===== src/rtl/seg_mux_driver_if.sv =====
// Pattern/control inputs and pin-side outputs of the multiplexed 7-segment driver.
interface seg_mux_driver_if #(
  parameter int NUM_DIGITS = 8,
  parameter int SEG_W      = 8,
  parameter int BRIGHT_W   = 4
);
  logic                        i_enable;
  logic [NUM_DIGITS*SEG_W-1:0] i_segs;
  logic [NUM_DIGITS-1:0]       i_digit_en;
  logic [BRIGHT_W-1:0]         i_brightness;
  logic [SEG_W-1:0]            o_segments;
  logic [NUM_DIGITS-1:0]       o_digits;
  logic                        o_frame_start;

  modport master (
    output i_enable, i_segs, i_digit_en, i_brightness,
    input  o_segments, o_digits, o_frame_start
  );

  modport slave (
    input  i_enable, i_segs, i_digit_en, i_brightness,
    output o_segments, o_digits, o_frame_start
  );
endinterface


===== src/rtl/seg_mux_driver.sv =====
// Time-multiplexed 7-segment scanner with blanking, per-digit enable, PWM and frame strobe.
// Latency: outputs registered, one cycle after internal state; backpressure: none, free-running scan.
module seg_mux_driver #(
  parameter int NUM_DIGITS   = 8,
  parameter int SEG_W        = 8,
  parameter int REFRESH_DIV  = 100000,
  parameter int BLANK_CYCLES = 4,
  parameter int BRIGHT_W     = 4,
  parameter bit ACTIVE_LOW   = 1'b1
) (
  input logic              i_sclk,
  input logic              i_reset,
  seg_mux_driver_if.slave  bus
);

  localparam int DIV_W = (REFRESH_DIV > 1) ? $clog2(REFRESH_DIV) : 1;
  localparam int IDX_W = (NUM_DIGITS > 1) ? $clog2(NUM_DIGITS) : 1;

  localparam logic [DIV_W-1:0]      DIV_LAST  = DIV_W'(REFRESH_DIV - 1);
  localparam logic [DIV_W-1:0]      BLANK_END = DIV_W'(BLANK_CYCLES);
  localparam logic [IDX_W-1:0]      IDX_LAST  = IDX_W'(NUM_DIGITS - 1);
  localparam logic [SEG_W-1:0]      SEG_OFF   = {SEG_W{ACTIVE_LOW}};
  localparam logic [NUM_DIGITS-1:0] DIG_OFF   = {NUM_DIGITS{ACTIVE_LOW}};

  logic [DIV_W-1:0]      div_cnt, div_nxt;
  logic [IDX_W-1:0]      idx, idx_nxt;
  logic [BRIGHT_W-1:0]   phase, phase_nxt;
  logic [SEG_W-1:0]      seg_lat;
  logic                  en_lat;
  logic [BRIGHT_W-1:0]   bright_lat;

  logic [SEG_W-1:0]      seg_q;
  logic [NUM_DIGITS-1:0] dig_q;
  logic                  frame_q;

  logic                  slot_start;
  logic                  pwm_on;
  logic                  lit;
  logic [NUM_DIGITS-1:0] dig_sel;
  logic [SEG_W-1:0]      seg_cur;

  always_comb begin
    slot_start = (div_cnt == '0);
    pwm_on     = (bright_lat == '1) || (phase < bright_lat);
    lit        = bus.i_enable && en_lat && pwm_on && (div_cnt >= BLANK_END);
    seg_cur    = bus.i_segs[int'(idx)*SEG_W +: SEG_W];

    dig_sel      = '0;
    dig_sel[idx] = 1'b1;

    div_nxt   = div_cnt + 1'b1;
    idx_nxt   = idx;
    phase_nxt = phase + 1'b1;
    if (div_cnt == DIV_LAST) begin
      div_nxt = '0;
      idx_nxt = (idx == IDX_LAST) ? '0 : idx + 1'b1;
    end
    // Disabled scan parks at digit 0 so re-enable starts a fresh frame.
    if (!bus.i_enable) begin
      div_nxt   = '0;
      idx_nxt   = '0;
      phase_nxt = '0;
    end
  end

  always_ff @(posedge i_sclk) begin
    if (i_reset) begin
      div_cnt    <= '0;
      idx        <= '0;
      phase      <= '0;
      seg_lat    <= '0;
      en_lat     <= 1'b0;
      bright_lat <= '0;
      seg_q      <= SEG_OFF;
      dig_q      <= DIG_OFF;
      frame_q    <= 1'b0;
    end else begin
      div_cnt <= div_nxt;
      idx     <= idx_nxt;
      phase   <= phase_nxt;
      // Slot snapshot: later input changes wait for this digit's next slot.
      if (slot_start) begin
        seg_lat    <= seg_cur;
        en_lat     <= bus.i_digit_en[idx];
        bright_lat <= bus.i_brightness;
      end
      if (lit) begin
        seg_q <= ACTIVE_LOW ? ~seg_lat : seg_lat;
        dig_q <= ACTIVE_LOW ? ~dig_sel : dig_sel;
      end else begin
        seg_q <= SEG_OFF;
        dig_q <= DIG_OFF;
      end
      frame_q <= bus.i_enable && slot_start && (idx == '0);
    end
  end

  assign bus.o_segments    = seg_q;
  assign bus.o_digits      = dig_q;
  assign bus.o_frame_start = frame_q;

endmodule


===== src/flat_wrapper.sv =====
// flat-port wrapper written by rule: the top's interface ports become plain ports
module seg_mux_driver_flat 
#(
  parameter int NUM_DIGITS   = 8,
  parameter int SEG_W        = 8,
  parameter int REFRESH_DIV  = 100000,
  parameter int BLANK_CYCLES = 4,
  parameter int BRIGHT_W     = 4,
  parameter bit ACTIVE_LOW   = 1'b1
)
  (i_sclk, i_reset, bus_i_enable, bus_i_segs, bus_i_digit_en, bus_i_brightness, bus_o_segments, bus_o_digits, bus_o_frame_start);
  seg_mux_driver_if #(.NUM_DIGITS(NUM_DIGITS), .SEG_W(SEG_W), .BRIGHT_W(BRIGHT_W)) bus_i ();
  input logic i_sclk;
  input logic i_reset;
  input wire logic [$bits(bus_i.i_enable)-1:0] bus_i_enable;
  input wire logic [$bits(bus_i.i_segs)-1:0] bus_i_segs;
  input wire logic [$bits(bus_i.i_digit_en)-1:0] bus_i_digit_en;
  input wire logic [$bits(bus_i.i_brightness)-1:0] bus_i_brightness;
  output wire logic [$bits(bus_i.o_segments)-1:0] bus_o_segments;
  output wire logic [$bits(bus_i.o_digits)-1:0] bus_o_digits;
  output wire logic [$bits(bus_i.o_frame_start)-1:0] bus_o_frame_start;
  assign bus_i.i_enable = bus_i_enable;
  assign bus_i.i_segs = bus_i_segs;
  assign bus_i.i_digit_en = bus_i_digit_en;
  assign bus_i.i_brightness = bus_i_brightness;
  assign bus_o_segments = bus_i.o_segments;
  assign bus_o_digits = bus_i.o_digits;
  assign bus_o_frame_start = bus_i.o_frame_start;
  seg_mux_driver #(.NUM_DIGITS(NUM_DIGITS), .SEG_W(SEG_W), .REFRESH_DIV(REFRESH_DIV), .BLANK_CYCLES(BLANK_CYCLES), .BRIGHT_W(BRIGHT_W), .ACTIVE_LOW(ACTIVE_LOW)) u_core (.i_sclk(i_sclk), .i_reset(i_reset), .bus(bus_i));
endmodule

===== config.mk =====
export PLATFORM = sky130hd
export DESIGN_NAME = seg_mux_driver_flat
export DESIGN_NICKNAME = d
export VERILOG_FILES = /design/src/rtl/seg_mux_driver_if.sv /design/src/rtl/seg_mux_driver.sv /design/src/flat_wrapper.sv
export SDC_FILE = /design/constraint.sdc
export NUM_CORES = 1
export LEC_CHECK = 0
export ABC_AREA = 0
export CAP_MARGIN = 20
export CORE_MARGIN = 2
export CORE_UTILIZATION = 35
export DETAILED_ROUTE_END_ITERATION = 7
export HOLD_SLACK_MARGIN = 0.08
export SLEW_MARGIN = 20
export SYNTH_ARGS = -nofsm -noshare
export SYNTH_HDL_FRONTEND = slang
export SYNTH_SLANG_ARGS = --single-unit
export TNS_END_PERCENT = 5

===== constraint.sdc =====
create_clock -name i_sclk -period 2.18 [get_ports i_sclk]
set_clock_uncertainty 0.1 [all_clocks]
set_input_delay 0.654 -clock i_sclk [delete_from_list [all_inputs] [get_ports i_sclk]]
set_output_delay 0.654 -clock i_sclk [all_outputs]
set_load 0.01 [all_outputs]

# Word level (Yosys, flattened, before mapping)
# Index checks and enable logic that the tools add are counted.
# classes
n_addsub	3
magnitude_cmp	4
n_eq_ne	3
shifts	1
mux	5
n_bitwise	4
n_reduce_logical	12
# ops
op	count
$shiftx A64 B7 Y8	1
$add A17 B1 Y17 const B	1
$eq A17 B17 Y1 const B	1
$ge A17 B3 Y1 const B	1
$logic_not A17 Y1	1
$not A8 Y8	2
$logic_and A1 B1 Y1	6
$add A4 B1 Y4 const B	1
$eq A4 B4 Y1 const B	1
$lt A3 B4 Y1 const B	1
$lt A4 B4 Y1	1
$reduce_or A2 Y1	2
$add A3 B1 Y3 const B	1
$bmux W1 S3	1
$demux W1 S3	1
$eq A3 B3 Y1 const B	1
$ge A3 B1 Y1 const B	1
$logic_not A3 Y1	1
$mux W3	1
$reduce_or A3 Y1	1
$mux W1	2
$not A1 Y1	2
$logic_or A1 B1 Y1	1
# totals
reg_bits	54
inputBits	79
out_inout_bits	17

# Longest topological paths before layout
# Gate-level depths: netlist of the first run.
# depth
depth_word	6
ltp_mapped	7
mapped_depth_nobuf	6

# Worst setup path after synthesis of the first run
# OpenSTA, ideal clock, no wires.
# synth_timing
path_kind	register -> register
from	register u_core.bright_lat[1]
to	register u_core.seg_q[0] (netlist: u_core.bus.o_segments[0])
setup_ps	131
arrival_ps	1530
required_time_ps	1949
setup_slack_ps	419
stages_incl_launch_ff	7
n_path_buf	0
period_less_slack_ps	1761
cell_sequence	dfxtp_1 inv_1 ha_1 a21o_1 a211o_1 a211oi_2 nand2_1
# synth_between
elab_chain_cells	6
elab_cells_between_ends	7
# synth_rtl
item	line_no	text
start: declaration	seg_mux_driver.sv:30	logic [BRIGHT_W-1:0] bright_lat;
start signal: assignment	seg_mux_driver.sv:85	bright_lat <= bus.i_brightness;
$lt A4 B4 Y1 / $eq A4 B4 Y1 (equally long branches)	seg_mux_driver.sv:44	pwm_on = (bright_lat == '1) || (phase < bright_lat);
$logic_or A1 B1 Y1 (*)	seg_mux_driver.sv:44	
$logic_and A1 B1 Y1 (*) (2 in series)	seg_mux_driver.sv:45	lit = bus.i_enable && en_lat && pwm_on && (div_cnt >= BLANK_END);
$not A1 Y1 (no line) (*)	--	
$reduce_or A2 Y1 (no line) (*)	--	
end signal: assignment	seg_mux_driver.sv:88	seg_q <= ACTIVE_LOW ? ~seg_lat : seg_lat;
end: declaration	seg_mux_driver.sv:32	logic [SEG_W-1:0] seg_q;
# Mark *: on every way between the ends. The rest lies on a longest branch, timed or not.
# A chain may end at the register's enable or synchronous reset.

# Worst setup path in the final report of the first run
# layout_timing
from	register u_core.div_cnt[11]
to	register u_core.seg_lat[0]
# layout_between
elab_chain_cells	1
# layout_rtl
item	line_no	text
start: declaration	seg_mux_driver.sv:25	logic [DIV_W-1:0] div_cnt, div_nxt;
start signal: assignment	seg_mux_driver.sv:78	div_cnt <= div_nxt;
$logic_not A17 Y1	seg_mux_driver.sv:43	slot_start = (div_cnt == '0);
end signal: assignment	seg_mux_driver.sv:83	seg_lat <= seg_cur;
end: declaration	seg_mux_driver.sv:28	logic [SEG_W-1:0] seg_lat;
# Every way passes these cells.

==> results of run 1 <==
==> how the worst max path moves through the flow <==
stage,endpoint,start
4_1_cts,u_core.idx[0],u_core.div_cnt[1]
3_5_place_dp,u_core.seg_lat[0],bus_i_segs[40]
3_3_place_gp,u_core.seg_lat[0],bus_i_segs[8]
2_1_floorplan,u_core.bus.o_segments[0],u_core.bright_lat[1]
5_1_grt,u_core.seg_lat[0],u_core.div_cnt[11]
6_report,u_core.seg_lat[0],u_core.div_cnt[11]
==> logic make-up (layout without fill, tap and decap cells) <==
family,count (synthesis),after routing,synth area share
compound gates,50,50,0.143
buf+inv,27,132,0.0438
simple gates,135,135,0.246
flops,54,54,0.390
fa+ha+maj,9,9,0.0406
mux,20,20,0.0835
xor+xnor,17,17,0.0537
==> cell type report <==
class                           instances  area (sq um)
Clock buffer                            6          82.6
Clock inverter                          2          16.3
Fill cell                             746          3660
Inverter                               12          45.0
Multi-Input combinational cell        231          1580
Sequential cell                        54          1080
Tap cell                              102           128
Timing Repair Buffer                  112          1100
==> synthesized netlist by cell type, drive strengths merged <==
cell type and instances:
a41oi 1, a22o 3, mux2 5, nand3 9, nand2 32, mux4 2
a32o 1, a21o 1, and2 5, xnor2 10, a211oi 5, a21oi 12
a221oi 9, ha 9, mux2i 13, nand4 12, nor2b 5, nand2b 2
nor3 11, dfxtp 54, nand3b 2, a311oi 1, and4 1, nor4 5
inv 11, clkbuf 5, and3 2, nor4b 1, xor2 7, a22oi 2
or3 1, o211ai 3, o21ai 9, buf 10, a221o 1, nor2 45
a2111oi 1, or2 2, a211o 1, clkinv 1
==> flip-flops by register name, indices dropped and copies added, names as in the netlist <==
signal,count
u_core.bus.o_segments,8
u_core.div_cnt,17
u_core.idx,3
u_core.en_lat,1
u_core.bus.o_digits,8
u_core.bright_lat,4
u_core.phase,4
u_core.bus.o_frame_start,1
u_core.seg_lat,8
==> power breakdown <==
part           internal [W]  total (W)  switching [W]  leakage, nW
clock network      0.000262   0.000587       0.000325       0.0478
registers           0.00101    0.00103      0.0000164        0.440
logic              0.000184   0.000285       0.000101        0.966
==> stage by stage <==
step / setup slack, ps / cell area, sq um / cells / utilization
floorplan: 419 / 2770 / 312 / -
global placement: 35.8 / 3930 / 511 / 0.511
detailed placement: 7.68 / 3930 / 511 / 0.511
CTS: 154 / 4030 / 519 / 0.524
global route: 26.0 / 4030 / 519 / 0.524
finish: 176 / 4030 / 519 / 0.524
==> per-layer routing <==
layer  up-vias  part of all wire  wire (microns)  track usage
li1       1311                 -               -            -
met1      1228              0.44            3330        0.229
met2        71              0.51            3880        0.309
met3         5             0.045             343       0.0346
met4         0            0.0091              69       0.0404
met5         -                 0               0            0
==> critical path, stage by stage, from the launching register on <==
cell	delay, ps
sky130_fd_sc_hd__dfxtp_1	370
sky130_fd_sc_hd__nor4_4	360
sky130_fd_sc_hd__nand4_2	160
sky130_fd_sc_hd__or2_0	370
sky130_fd_sc_hd__buf_4	240
sky130_fd_sc_hd__a2111oi_4	190
sky130_fd_sc_hd__nor3_1	90
==> layout by cell type, fill, tap and decap left out, drive strengths merged, types with 3 or more instances in the layout <==
cell type,netlist,final
a22o,3,3
inv,11,12
buf,10,17
nor4,5,5
nor2b,5,5
nor3,11,11
o21ai,9,9
clkdlybuf4s50,0,95
nand4,12,12
and2,5,5
xnor2,10,10
a21oi,12,12
dfxtp,54,54
a221oi,9,9
nand3,9,9
nor2,45,45
a211oi,5,5
ha,9,9
mux2,5,5
clkbuf,5,6
xor2,7,7
o211ai,3,3
nand2,32,32
mux2i,13,13
==> what timing repair did <==
action                     4_1_cts  5_1_grt
hold buffers                     0        0
setup endpoints to repair        0        1
gates resized for setup          0        1
==> results.tsv, run 1 <==
metric	value	unit
nets	504	
portBuffers	95	
vias_per_cell	5.04	
drt_pre_antenna_iters	4	
routedWlPerCell	14.7	microns
syn_avg_cell_area	8.89	sq um
sum_neg_setup_slack	0	ps
p_leak	1.45	nW
clk_pin_slew_worst_paths	100	ps
vias_in_the_first_global_route	2533	
cts_setup_buffers	0	
initial_antenna_violation_count	0	
startpoint_type	flop	
post_route_cells_drive_above_1_share	0.108	
achievable_frequency	499	MHz
grt_start_max_net_pins	31	
groute.usage.overall	0.178	
worstReg2RegEnd	u_core.seg_lat[0]	
synth_top_cell_area_share	0.390	
synth_fp_nets	400	
floorplan.initialDensity	0.361	
place.detailed.hpwl	6.22	mm
antenna_left	0	
timing.final.crit_share	0.919	
post-layout-total-power	0.00190	W
worstPathArrival	2090	ps
irDropWorstVdd	227	uV
final_critical_period	2000	ps
die_height	93.0	microns
drc_errors_left	0	
end_kind	flop	
num_antenna_cells	0	
num_rows	32	
drt-initial-drc-count	91	
holdWs	281	ps
min_from	u_core.seg_lat[6]	
synth_sequential_area_ratio	0.390	
rrSetupSlack	180	ps
netlist_area	2770	sq um
holdPathEnd	u_core.bus.o_segments[6]	
tritoncts	done	
relSlewSlack	0.683	
max-clock-path-buffers	2	
num_io_pins	96	
netlist_top_cells_area	sky130_fd_sc_hd__dfxtp_1 39%, sky130_fd_sc_hd__nor2_1 6.0%, sky130_fd_sc_hd__mux2i_1 4.7%	
synth_top_cell_by_area	sky130_fd_sc_hd__dfxtp_1	
timing_hold_violations_final	0	
synth_cells	312	
die_width	93.0	microns
finalWirelength	7.62	mm
synth-seq-cells	54	
finalWeightedCongestion	0.826	
signed_area_change_from_the_synthesized_netlist_to_the_final_layout	45.4	%
worst_pin_slew	475	ps
critical_path.reg2reg.startpoint	u_core.div_cnt[11]	
required	2260	ps
number_of_pins_exceeding_their_max_slew_limit_in_the_final_report	0	
setup.worst_path.class	reg2reg	
routed-via-count	2615	
run_status	completed	
numCtsBuffers	5	
power_density	471	nW/um^2
max-cap-violations	0	
clk-insertion-delay-late	300	ps
netlist_cell_types	51	
unrepaired_setup_endpoints_after_global_routing	no	
min_path_cells	1	
root_driver	sky130_fd_sc_hd__clkbuf_8	
setup-violations-final	0	
design.die.area	8650	sq um
core_area	7690	sq um
rr_worst_depth	6	
globalRoute.totalOverflow	0	
grt_pass1_wl	12.3	mm
synthesis.yosys.warnings	0	
count_of_clock_tree_sinks	54	
h-tree-depth	2	
holdCritPathClass	reg2reg	
critical_path_peak_fanout	6	
(Power assumes the default switching activity.)
==> run 2: changes to the inputs <==
--- a/config.mk
+++ b/config.mk
@@ -11,6 +11,7 @@
 export CORE_UTILIZATION = 35
 export DETAILED_ROUTE_END_ITERATION = 7
 export HOLD_SLACK_MARGIN = 0.08
+export PLACE_DENSITY = 0.62
 export SLEW_MARGIN = 20
 export SYNTH_ARGS = -nofsm -noshare
 export SYNTH_HDL_FRONTEND = slang
==> results.tsv, run 2 (same netlist as run 1, synthesis figures left out) <==
metric	value	unit
startpoint_type	flop	
num_io_pins	96	
run_status	completed	
setup.worst_path.class	reg2reg	
worst_slack	210	ps
num_antenna_cells	0	
p_sw_frac	0.232	
signed_area_change_from_the_synthesized_netlist_to_the_final_layout	44.0	%
required	2260	ps
min_from	u_core.seg_lat[3]	
filler_cell_count	753	
setup-violations-final	0	
timing.critical_path.slowest_stage_cell	sky130_fd_sc_hd__dfxtp_1	
final_critical_period	1970	ps
h-tree-depth	2	
portBuffers	95	
mostFrequentLayoutCell	sky130_fd_sc_hd__clkdlybuf4s50_1	
place.detailed.hpwl	6.16	mm
p_seq_frac	0.561	
rr_worst_depth	6	
initial_antenna_violation_count	0	
end_kind	flop	
irDropWorstVdd	198	uV
detailedPlace.worstSlack	29.1	ps
globalRoute.totalOverflow	0	
p_clk_frac	0.289	
design.die.area	8650	sq um
grt_start_max_net_pins	18	
drt-initial-drc-count	40	
nets	504	
antenna_left	0	
root_driver	sky130_fd_sc_hd__clkbuf_8	
critical_path.reg2reg.startpoint	u_core.div_cnt[2]	
post_route_cells_drive_above_1_share	0.103	
achievable_frequency	508	MHz
die_width	93.0	microns
worstPathCellList	nor4_2 > nand4_2 > or2_0 > buf_4 > a221oi_2 > nor3_1	
routedWlPerCell	14.8	microns
layout.cells.most_common_list	95 x sky130_fd_sc_hd__clkdlybuf4s50_1, 54 x sky130_fd_sc_hd__dfxtp_1, 44 x sky130_fd_sc_hd__nor2_1	
finalWirelength	7.68	mm
count_of_clock_tree_sinks	54	
sum_neg_setup_slack	0	ps
die_height	93.0	microns
drt_pre_antenna_iters	4	
groute.usage.overall	0.178	
worst_pin_slew	514	ps
layout.area.seq	1080	sq um
finalWeightedCongestion	0.838	
post_cts_resized	0	
numCtsBuffers	5	
holdBufCountCts	0	
critical_path_peak_fanout	10	
vias_per_cell	5.06	
layout.cell_area.non_filler	3990	sq um
unrepaired_setup_endpoints_after_global_routing	no	
number_of_pins_exceeding_their_max_slew_limit_in_the_final_report	0	
p_int	0.00141	W
clk_pin_slew_worst_paths	100	ps
worstPathArrival	2050	ps
min_path_cells	1	
routed-via-count	2620	
cts_setup_buffers	0	
core_area	7690	sq um
holdPathEnd	u_core.bus.o_segments[3]	
max-cap-violations	0	
holdWs	289	ps
clk-insertion-delay-late	300	ps
placed_cell_area	3920	sq um
num_rows	32	
p_leak	1.44	nW
timing_hold_violations_final	0	
power_frac_comb	0.151	
max_stage_delay	390	ps
relSlewSlack	0.657	
tritoncts	done	
floorplan.initialDensity	0.361	
holdCritPathClass	reg2reg	
post-layout-total-power	0.00183	W
multi_input_comb_area	1570	sq um
power.net_switching	0.000425	W
drc_errors_left	0	
worstReg2RegEnd	u_core.seg_lat[7]	
largest_reg_flops	17	
top_register	u_core.div_cnt	
vias_in_the_first_global_route	2576	
timing.final.crit_share	0.903	
grt_pass1_wl	12.2	mm
max-clock-path-buffers	2	
power_density	458	nW/um^2
rrSetupSlack	210	ps
run 2: changes by cell type in the layout (fill, tap and decap cells not counted):
| cell | change |
|---|---|
| sky130_fd_sc_hd__nand3_1 | +1 |
| sky130_fd_sc_hd__buf_12 | -1 |
| sky130_fd_sc_hd__buf_4 | +1 |
| sky130_fd_sc_hd__clkbuf_8 | -1 |
| sky130_fd_sc_hd__clkinv_2 | +2 |
| sky130_fd_sc_hd__clkinvlp_4 | -1 |
| sky130_fd_sc_hd__inv_6 | -1 |
| sky130_fd_sc_hd__nand3_2 | -1 |
run 2: area by class of cell:
type,instances,area share
clock buffer,5,0.0172
clock inverter,2,0.00251
inverter,12,0.0113
multi-input combinational,231,0.393
sequential,54,0.271
tap,102,0.0320
timing repair buffer,112,0.273
run 2: critical path, delay by kind of cell (launching register included):
kind	cells	cell delay, ps
and+or+nand+nor	4	930
buffers and inverters	1	190
DFF	1	390
AOI/OAI and AO/OA	1	230
run 2: power groups by stage:
stage                     logic (W)  registers [W]  clock network [W]
after floorplan            0.000106        0.00105                  0
after global placement     0.000274        0.00105                  0
after detailed placement   0.000278        0.00105                  0
after CTS                  0.000279        0.00103           0.000541
after global routing       0.000300        0.00103           0.000575
final                      0.000276        0.00103           0.000528
run 2: metal layers:
layer / track usage / part of all wire / vias up
li1: - / - / 1304
met5: 0 / 0 / -
met1: 0.222 / 0.44 / 1226
met2: 0.308 / 0.49 / 79
met4: 0.0539 / 0.020 / 0
met3: 0.0363 / 0.049 / 11
run 2: metrics by stage:
step / instances / utilization
3_3_place_gp: 511 / 0.509
5_1_grt: 518 / 0.520
2_1_floorplan: 312 / -
3_5_place_dp: 511 / 0.509
4_1_cts: 518 / 0.520
6_report: 518 / 0.520
run 2: worst max-delay path by stage:
stage	from	slack (ps)	to
final	u_core.div_cnt[2]	210	u_core.seg_lat[7]
after global routing	u_core.div_cnt[0]	20	u_core.idx[0]
after CTS	u_core.div_cnt[11]	220	u_core.seg_lat[7]
after detailed placement	bus_i_segs[40]	30	u_core.seg_lat[0]
after global placement	bus_i_segs[40]	40	u_core.seg_lat[0]
after floorplan	u_core.bright_lat[1]	420	u_core.bus.o_segments[0]
==> run 3: changes to the inputs <==
--- a/config.mk
+++ b/config.mk
@@ -6,10 +6,10 @@
 export NUM_CORES = 1
 export LEC_CHECK = 0
 export ABC_AREA = 0
-export CAP_MARGIN = 20
 export CORE_MARGIN = 2
 export CORE_UTILIZATION = 35
 export DETAILED_ROUTE_END_ITERATION = 7
+export GPL_ROUTABILITY_DRIVEN = 0
 export HOLD_SLACK_MARGIN = 0.08
 export PLACE_DENSITY = 0.62
 export SLEW_MARGIN = 20
==> constraint.sdc (replaced) <==
create_clock -name i_sclk -period 2.18 [get_ports i_sclk]
set_clock_uncertainty 0.1 [all_clocks]
set_input_delay 0.436 -clock i_sclk [delete_from_list [all_inputs] [get_ports i_sclk]]
set_output_delay 0.436 -clock i_sclk [all_outputs]
set_load 0.01 [all_outputs]
==> results.tsv, run 3 (same netlist as run 1, synthesis figures left out) <==
metric	value	unit
top_register	u_core.div_cnt	
num_rows	32	
timing_hold_violations_final	0	
filler_cell_count	749	
layout.cells.most_common_list	95 x sky130_fd_sc_hd__clkdlybuf4s50_1, 54 x sky130_fd_sc_hd__dfxtp_1, 44 x sky130_fd_sc_hd__nor2_1	
worst_slack	278	ps
core_area	7690	sq um
rr_worst_depth	6	
num_antenna_cells	0	
initial_antenna_violation_count	0	
final_critical_period	1900	ps
numCtsBuffers	5	
detailedPlace.worstSlack	223	ps
vias_in_the_first_global_route	2485	
portBuffers	95	
vias_per_cell	4.96	
largest_reg_flops	17	
relSlewSlack	0.667	
startpoint_type	flop	
holdBufCountCts	0	
die_width	93.0	microns
signed_area_change_from_the_synthesized_netlist_to_the_final_layout	45.0	%
clk-insertion-delay-late	300	ps
worstPathArrival	1990	ps
post_route_cells_drive_above_1_share	0.106	
critical_path_peak_fanout	10	
sum_neg_setup_slack	0	ps
cts_setup_buffers	0	
mostFrequentLayoutCell	sky130_fd_sc_hd__clkdlybuf4s50_1	
floorplan.initialDensity	0.361	
clk_pin_slew_worst_paths	90	ps
run_status	completed	
max-clock-path-buffers	2	
min_path_cells	1	
grt_start_max_net_pins	20	
grt_pass1_wl	11.9	mm
antenna_left	0	
h-tree-depth	2	
max-cap-violations	0	
timing.final.crit_share	0.873	
worst_pin_slew	499	ps
root_driver	sky130_fd_sc_hd__clkbuf_8	
setup-violations-final	0	
die_height	93.0	microns
globalRoute.totalOverflow	0	
required	2270	ps
design.die.area	8650	sq um
holdCritPathClass	reg2reg	
number_of_pins_exceeding_their_max_slew_limit_in_the_final_report	0	
achievable_frequency	526	MHz
groute.usage.overall	0.172	
count_of_clock_tree_sinks	54	
drt_pre_antenna_iters	4	
place.detailed.hpwl	6.00	mm
num_io_pins	96	
setup.worst_path.class	reg2reg	
nets	504	
unrepaired_setup_endpoints_after_global_routing	no	
finalWirelength	7.37	mm
p_leak	1.46	nW
power_density	475	nW/um^2
post_cts_resized	0	
end_kind	flop	
drt-initial-drc-count	69	
routedWlPerCell	14.2	microns
routed-via-count	2574	
irDropWorstVdd	266	uV
holdWs	286	ps
drc_errors_left	0	
tritoncts	done	
run 3: cell types whose count changed in the layout (fill, tap and decap cells not counted):
cell / previous run / this run
sky130_fd_sc_hd__clkbuf_8: 5 / 7
sky130_fd_sc_hd__clkinv_2: 2 / 0
sky130_fd_sc_hd__clkinv_4: 0 / 1
run 3: final timing paths:
| check | startpoint | to | slack, ps |
|---|---|---|---|
| setup reg to reg | u_core.div_cnt[11] | u_core.seg_lat[7] | 280 |
| hold / removal | u_core.seg_lat[3] | u_core.bus.o_segments[3] | 290 |
| setup / recovery | u_core.div_cnt[11] | u_core.seg_lat[7] | 280 |
| hold reg to reg | u_core.seg_lat[3] | u_core.bus.o_segments[3] | 290 |
run 3: routing by layer:
layer	track usage	vias to the layer above	wire (microns)
li1	-	1313	-
met1	0.223	1184	3250
met2	0.296	70	3690
met3	0.0338	7	360
met4	0.0404	0	68
met5	0	-	0
run 3: final cells by class:
class,count,area [sq um],area share
Tap cell,102,128,0.0317
Sequential cell,54,1080,0.269
Inverter,12,45.0,0.0112
Multi-Input combinational cell,231,1570,0.391
Timing Repair Buffer,112,1090,0.271
Clock inverter,1,8.76,0.00218
Clock buffer,7,96.3,0.0240
run 3: per-stage QoR:
stage | cell area, sq um | util | total power, W | cells
3_5_place_dp | 3920 | 0.509 | 0.00133 | 511
4_1_cts | 4020 | 0.523 | 0.00193 | 519
2_1_floorplan | 2770 | - | 0.00115 | 312
3_3_place_gp | 3920 | 0.509 | 0.00132 | 511
6_report | 4020 | 0.523 | 0.00191 | 519
5_1_grt | 4020 | 0.523 | 0.00200 | 519
run 3: critical path: stages (launching register included):
cell and delay (ps):
sky130_fd_sc_hd__dfxtp_1 370, sky130_fd_sc_hd__nor4_4 320, sky130_fd_sc_hd__nand4_2 250, sky130_fd_sc_hd__or2_0 270
sky130_fd_sc_hd__buf_4 190, sky130_fd_sc_hd__a221oi_2 220, sky130_fd_sc_hd__nor3_1 70
run 3: power breakdown:
group          leakage (nW)  switching [W]  internal [W]
Sequential            0.440      0.0000168       0.00101
Combinational         0.964      0.0000959      0.000181
Clock                0.0544       0.000315      0.000291
